## config.mk

```make
export PLATFORM = sky130hd
export DESIGN_NAME = kronos_mem_arbiter
export DESIGN_NICKNAME = d
export VERILOG_FILES = /design/src/rtl/kronos_mem_arbiter.sv
export SDC_FILE = /design/constraint.sdc
export NUM_CORES = 1
export LEC_CHECK = 0
export CORE_AREA = 3 3 107 109
export CTS_CLUSTER_SIZE = 8
export DETAILED_ROUTE_END_ITERATION = 10
export DIE_AREA = 0 0 110 112
export PLACE_DENSITY = 0.7
export SLEW_MARGIN = 20
export SYNTH_ARGS = -nofsm -noshare
export SYNTH_HDL_FRONTEND = slang
export SYNTH_SLANG_ARGS = --single-unit
```

## constraint.sdc

```tcl
create_clock -name clk -period 1 [get_ports clk]
set_input_delay 0.2 -clock clk [delete_from_list [all_inputs] [get_ports clk]]
set_output_delay 0.2 -clock clk [all_outputs]
set_load 0.02 [all_outputs]
```

## src/rtl/kronos_mem_arbiter.sv

```systemverilog
// kronos_mem_arbiter
//   Shares one single-port RAM between N_PORTS requestors. Grant is combinational:
//   the winning port's command is muxed straight onto the RAM interface in the same
//   cycle. The granted index then travels down a MEM_LATENCY-deep pipeline so the
//   completion strobe (ack) lines up with the RAM's read data.
//
// Parameters
//   N_PORTS     number of requestors (1..8)
//   ARB_MODE    0 = fixed priority (port 0 highest), 1 = round-robin
//   MEM_LATENCY RAM read latency in cycles (1..4)
//   AW, DW      address / data width; DW is a multiple of 8, mask width is DW/8
//
// Ports
//   clk, rst                      clock, asynchronous active-high reset
//   req, addr, wr_en, wr_data,    per-port request bundles, port i in slice i
//   mask
//   gnt                           one-hot, access accepted this cycle
//   ack                           one-hot, access completes this cycle
//   rd_data                       shared read data, valid with a read ack
//   mem_en, mem_wr_en, mem_addr,  RAM command, driven from the granted port
//   mem_wr_data, mem_mask
//   mem_rd_data                   RAM read data, MEM_LATENCY cycles after mem_en

module kronos_mem_arbiter #(
  parameter int unsigned N_PORTS     = 2,
  parameter int unsigned ARB_MODE    = 0,
  parameter int unsigned MEM_LATENCY = 1,
  parameter int unsigned AW          = 32,
  parameter int unsigned DW          = 32
) (
  input  logic                        clk,
  input  logic                        rst,
  input  logic [N_PORTS-1:0]          req,
  input  logic [N_PORTS*AW-1:0]       addr,
  input  logic [N_PORTS-1:0]          wr_en,
  input  logic [N_PORTS*DW-1:0]       wr_data,
  input  logic [N_PORTS*(DW/8)-1:0]   mask,
  output logic [N_PORTS-1:0]          gnt,
  output logic [N_PORTS-1:0]          ack,
  output logic [DW-1:0]               rd_data,
  output logic                        mem_en,
  output logic                        mem_wr_en,
  output logic [AW-1:0]               mem_addr,
  output logic [DW-1:0]               mem_wr_data,
  output logic [DW/8-1:0]             mem_mask,
  input  logic [DW-1:0]               mem_rd_data
);

  localparam int unsigned MW = DW / 8;
  localparam int unsigned IW = (N_PORTS > 1) ? $clog2(N_PORTS) : 1;

  // Elaboration-time parameter sanity checks
  if (N_PORTS < 1 || N_PORTS > 8) begin : g_bad_n_ports
    $error("kronos_mem_arbiter: N_PORTS must be 1..8");
  end
  if (MEM_LATENCY < 1 || MEM_LATENCY > 4) begin : g_bad_latency
    $error("kronos_mem_arbiter: MEM_LATENCY must be 1..4");
  end
  if (ARB_MODE > 1) begin : g_bad_mode
    $error("kronos_mem_arbiter: ARB_MODE must be 0 or 1");
  end
  if (DW == 0 || (DW % 8) != 0) begin : g_bad_dw
    $error("kronos_mem_arbiter: DW must be a non-zero multiple of 8");
  end

  // ---------------------------------------------------------------------------
  // Arbitration
  // ---------------------------------------------------------------------------
  logic [IW-1:0] last_q;   // index of the most recent grant (round-robin pointer)
  logic [IW-1:0] gnt_idx;
  logic          gnt_any;

  always_comb begin
    int cand;
    gnt_any = 1'b0;
    gnt_idx = '0;
    cand    = 0;
    if (ARB_MODE == 0 || N_PORTS == 1) begin
      // Walk downwards so the lowest asserted index is the one left standing.
      for (int i = N_PORTS - 1; i >= 0; i--) begin
        if (req[i]) begin
          gnt_any = 1'b1;
          gnt_idx = IW'(i);
        end
      end
    end else begin
      // Candidates in priority order are last+1, last+2, ... (mod N_PORTS);
      // walk that order backwards so the highest-priority hit wins.
      for (int k = N_PORTS - 1; k >= 0; k--) begin
        cand = (int'(last_q) + k + 1) % N_PORTS;
        if (req[IW'(cand)]) begin
          gnt_any = 1'b1;
          gnt_idx = IW'(cand);
        end
      end
    end
    // Nothing is accepted while reset is held.
    if (rst) begin
      gnt_any = 1'b0;
      gnt_idx = '0;
    end
  end

  always_comb begin
    gnt = '0;
    for (int i = 0; i < N_PORTS; i++) begin
      gnt[i] = gnt_any && (gnt_idx == IW'(i));
    end
  end

  // Pointer resets to the last port so port 0 wins the first contention.
  always_ff @(posedge clk or posedge rst) begin
    if (rst) begin
      last_q <= IW'(N_PORTS - 1);
    end else if (gnt_any) begin
      last_q <= gnt_idx;
    end
  end

  // ---------------------------------------------------------------------------
  // RAM command mux (all zero when idle)
  // ---------------------------------------------------------------------------
  always_comb begin
    mem_en      = gnt_any;
    mem_wr_en   = 1'b0;
    mem_addr    = '0;
    mem_wr_data = '0;
    mem_mask    = '0;
    for (int i = 0; i < N_PORTS; i++) begin
      if (gnt_any && (gnt_idx == IW'(i))) begin
        mem_wr_en   = wr_en[i];
        mem_addr    = addr[i*AW +: AW];
        mem_wr_data = wr_data[i*DW +: DW];
        mem_mask    = mask[i*MW +: MW];
      end
    end
  end

  // ---------------------------------------------------------------------------
  // Completion pipeline: stage s holds the access granted s+1 cycles ago, so the
  // last stage is aligned with mem_rd_data for that access.
  // ---------------------------------------------------------------------------
  logic [MEM_LATENCY-1:0] vld_q;
  logic [IW-1:0]          idx_q [MEM_LATENCY];

  always_ff @(posedge clk or posedge rst) begin
    if (rst) begin
      vld_q <= '0;
      for (int s = 0; s < MEM_LATENCY; s++) begin
        idx_q[s] <= '0;
      end
    end else begin
      vld_q[0] <= gnt_any;
      idx_q[0] <= gnt_idx;
      for (int s = 1; s < MEM_LATENCY; s++) begin
        vld_q[s] <= vld_q[s-1];
        idx_q[s] <= idx_q[s-1];
      end
    end
  end

  always_comb begin
    ack = '0;
    for (int i = 0; i < N_PORTS; i++) begin
      ack[i] = !rst && vld_q[MEM_LATENCY-1] && (idx_q[MEM_LATENCY-1] == IW'(i));
    end
  end

  // Read data is passed through unregistered; meaningless on write acks.
  assign rd_data = mem_rd_data;

endmodule

```

# Word-level counts from Yosys, hierarchy flattened
# Index checks and enable logic that the tools add are counted.
# Widths: inputs -> output; s select.
# totals
regBits,2
input_bits,174
word_cells,23
# classes
n_mux,13
bitwise,2
n_reduce_logical,6
# op_table
op,n
$mux 32,4
$mux 4,2
$mux 1,7
$logic_and 1x1->1,5
$not 1->1,2
$logic_not 1->1,1

# Logic depth before layout (Yosys ltp)
# depth
depth_word,7
depth_mapped,4

# Worst setup path after synthesis
# OpenSTA, ideal clock, no wires.
# synth_path
kind,input to output
from,in req[1]
to,out mem_en
arrival_time_ps,974
path_slack_ps,-174
cell_stages,4
path_cell_list,buf_2 > clkbuf_1 > nor2_1 > nor2_1
# synth_via
elab_chain_cells,3
# synth_lines
element,line,source
"start, declared",33,"input logic [N_PORTS-1:0] req,"
$mux 1 (2 in a row),81,if (req[i]) begin
$mux 1,98,if (rst) begin
"end, declared",41,"output logic mem_en,"
# Every way passes these cells.

# Worst setup path after layout
# layout_path
from,in rst
to,out mem_mask[1]
# layout_via
elab_chain_cells,5
# layout_lines
element,line,source
"start, declared",32,"input logic rst,"
$mux 1,98,
$not 1->1,130,if (gnt_any && (gnt_idx == IW'(i))) begin
$logic_and 1x1->1,130,
$mux 4,130,
$mux 4 (*),130,
"end, declared",45,"output logic [DW/8-1:0] mem_mask,"
# Mark *: on every way between the ends. The rest lies on a longest branch, timed or not.

==> metrics.cfg <==
[min_path]
hold_class=in2async

[cells_and_area]
layout.nets=520
layout-drive-gt1-share_pct=59.0
final_common_cell=clkdlybuf4s50_1
syn2layout_area_growth_pct=254
n_antenna_cell=0
final_cell_mix=clkdlybuf4s50_1 (138), buf_6 (76), a32o_2 (69)

[sta]
post-route-period-util_pct=143
setup_viol=73
holdWs_ns=0.0928
setup_tns_ns=-22.19
finalMaxSlewViolations=0
slew_headroom_pct=86.1
fin_crit_ns=1.43
worst_pin_slew_ns=0.208
worst_slack_ns=-0.426
rsz0062_at_grt=yes
timing.final.hold_violations=0
fmax_mhz=701

[yosys]
synth-seq-area-share_pct=4.21
ys_types=13
synthCells=135
synth_top_area_share_pct=58.0
syn_nets=309
synth_warnings=0
syn_area_per_cell_sq_um=8.81
ys_top_cells_by_area=a32o_1 (58%), buf_4 (21%), buf_6 (7.6%)
synth_top_cell_by_area=a32o_1
syn-cell-area_sq_mm=0.00119
ys_seq_elements=2

[setup_path]
worst_path_largest_cell_delay_ns=0.26
cp-start-kind=input pin
worstSetupPathType=in2out
critPathArrivalTime_ns=1.23
crit_fanout=7
worst_path_max_delay_cell=a32o_2
cpMostUsedCell=buf_6
crit_chain=buf_8, nor2_4, buf_6, buf_12, buf_16, buf_6, a32o_2, buf_6
end_kind=output pin
required_ns=0.80
critical_path.top_delay_family=buffers and inverters
critical_path_buf_inv_count=6

[routing]
wire_per_inst_um=21.0
via_per_inst=4.51
routed_wl_um=10200
postRouteAntennaNets=0
via_count=2182
firstDrtPassIters=4
drc_errors=0
drt_iter0_drc=94

[power_and_ir_drop]
p_clk_share_pct=13.0
cellLeakagePower_nw=2.01
pwr-share-seq_pct=3.6
power.share.switching_pct=33.2
combPwrFrac_pct=83.4
ir_drop_mv=0.285
p_per_area_mw_per_mm2=578
p_int_mw=1.63
power_switching_mw=0.810

[grt]
grt_start_max_net_pins=45
grt_pass1_vias=2347
grt_first_pass_wirelength_um=13500
grt_use_total_pct=14.4
antenna_found_initial=0
gr-total-overflow=0

[die]
dieArea_sq_mm=0.0123
ios=280
die_h_um=112
fp-row-count=38
start_util_pct=11.1
die_x_um=110
core_sq_mm=0.0107

[clock_tree]
clock_sinks=2
hold_buffers=0
h-tree-depth=1
cts_tree=yes
clockBufferDepth=2
clkTransAtPathRegs_ns=0.03
cts_root_buffer=clkbuf_8
cts_made_buffers=3

[placed_design]
gp_congestion=0.677
hpwl_um=6010
place_ws_ns=-1.22
io_buffer_count=215

[flow_run]
maxCapViolations=0

[outcome]
outcome=complete, but fails checks
violations=negative setup slack

==> final timing paths <==
check	startpoint	to	slack, ns	cells past startpoint
min in group clk	rst	vld_q$_DFF_PP0_	0.31	3
max	rst	mem_mask[1]	-0.43	8
min	rst	vld_q$_DFF_PP0_	0.09	4
max in group asynchronous	rst	idx_q$_DFF_PP0_	0.82	4
==> metrics by stage <==
stage	cells	utilization, %	power (mW)	instance area, sq um
floorplan	135	-	0.880	1310
global placement	443	31.3	1.64	3350
detailed placement	443	31.3	1.66	3350
CTS	489	40.4	2.51	4320
global route	484	39.4	2.55	4220
finish	484	39.4	2.44	4220
==> per-layer routing <==
| layer | routed length (um) | GRT usage, % |
|---|---|---|
| met1 | 4110 | 17.9 |
| met2 | 4850 | 25.2 |
| met3 | 1080 | 3.19 |
| met4 | 120 | 2.99 |
| met5 | 0 | 0 |
==> kinds of logic (layout without fill, tap and decap cells) <==
logic type,Yosys count,after routing,synth area share [%]
buffers and inverters,56,265,33.9
AOI/OAI and AO/OA,69,69,58.0
DFF,2,2,4.21
and+or+nand+nor,8,8,3.89
==> repair_timing <==
action	in CTS	in global routing
cloned	18	3
endpoints found under the setup margin	75	74
pin swaps	15	27
gates resized for setup	464	30
setup buffers	27	5
==> worst min-delay path, stage by stage <==
cell	delay (ns)
buf_8	0.11
buf_4	0.15
inv_2	0.05
buf_4	0.10
==> sequential cells by signal, indices dropped and copies added, names as in the netlist <==
name   count
vld_q      1
idx_q      1
==> synthesized netlist by cell type <==
master,count
and2_1,2
buf_2,7
dfrtp_1,2
buf_6,8
nor2_1,2
inv_1,1
a32o_1,69
buf_4,33
clkbuf_1,7
nor2b_1,1
nor3b_1,1
and3_1,1
nor2_2,1
==> layout make-up <==
cell class              count  area (sq um)
inverters                   1          3.75
repair buffers            261          3080
multi-input cells          77           863
well taps                 140           175
clock buffers               3          41.3
flip-flops and latches      2          50.0
fillers                  1042          6480
==> power by group through the flow <==
stage | logic, mW | clock network (mW) | registers (mW)
finish | 2.03 | 0.317 | 0.0880
global route | 2.13 | 0.330 | 0.0884
CTS | 2.09 | 0.328 | 0.0880
detailed placement | 1.57 | 0 | 0.0885
global placement | 1.55 | 0 | 0.0880
floorplan | 0.792 | 0 | 0.0879
No activity file was read; power rests on OpenSTA's default activity.
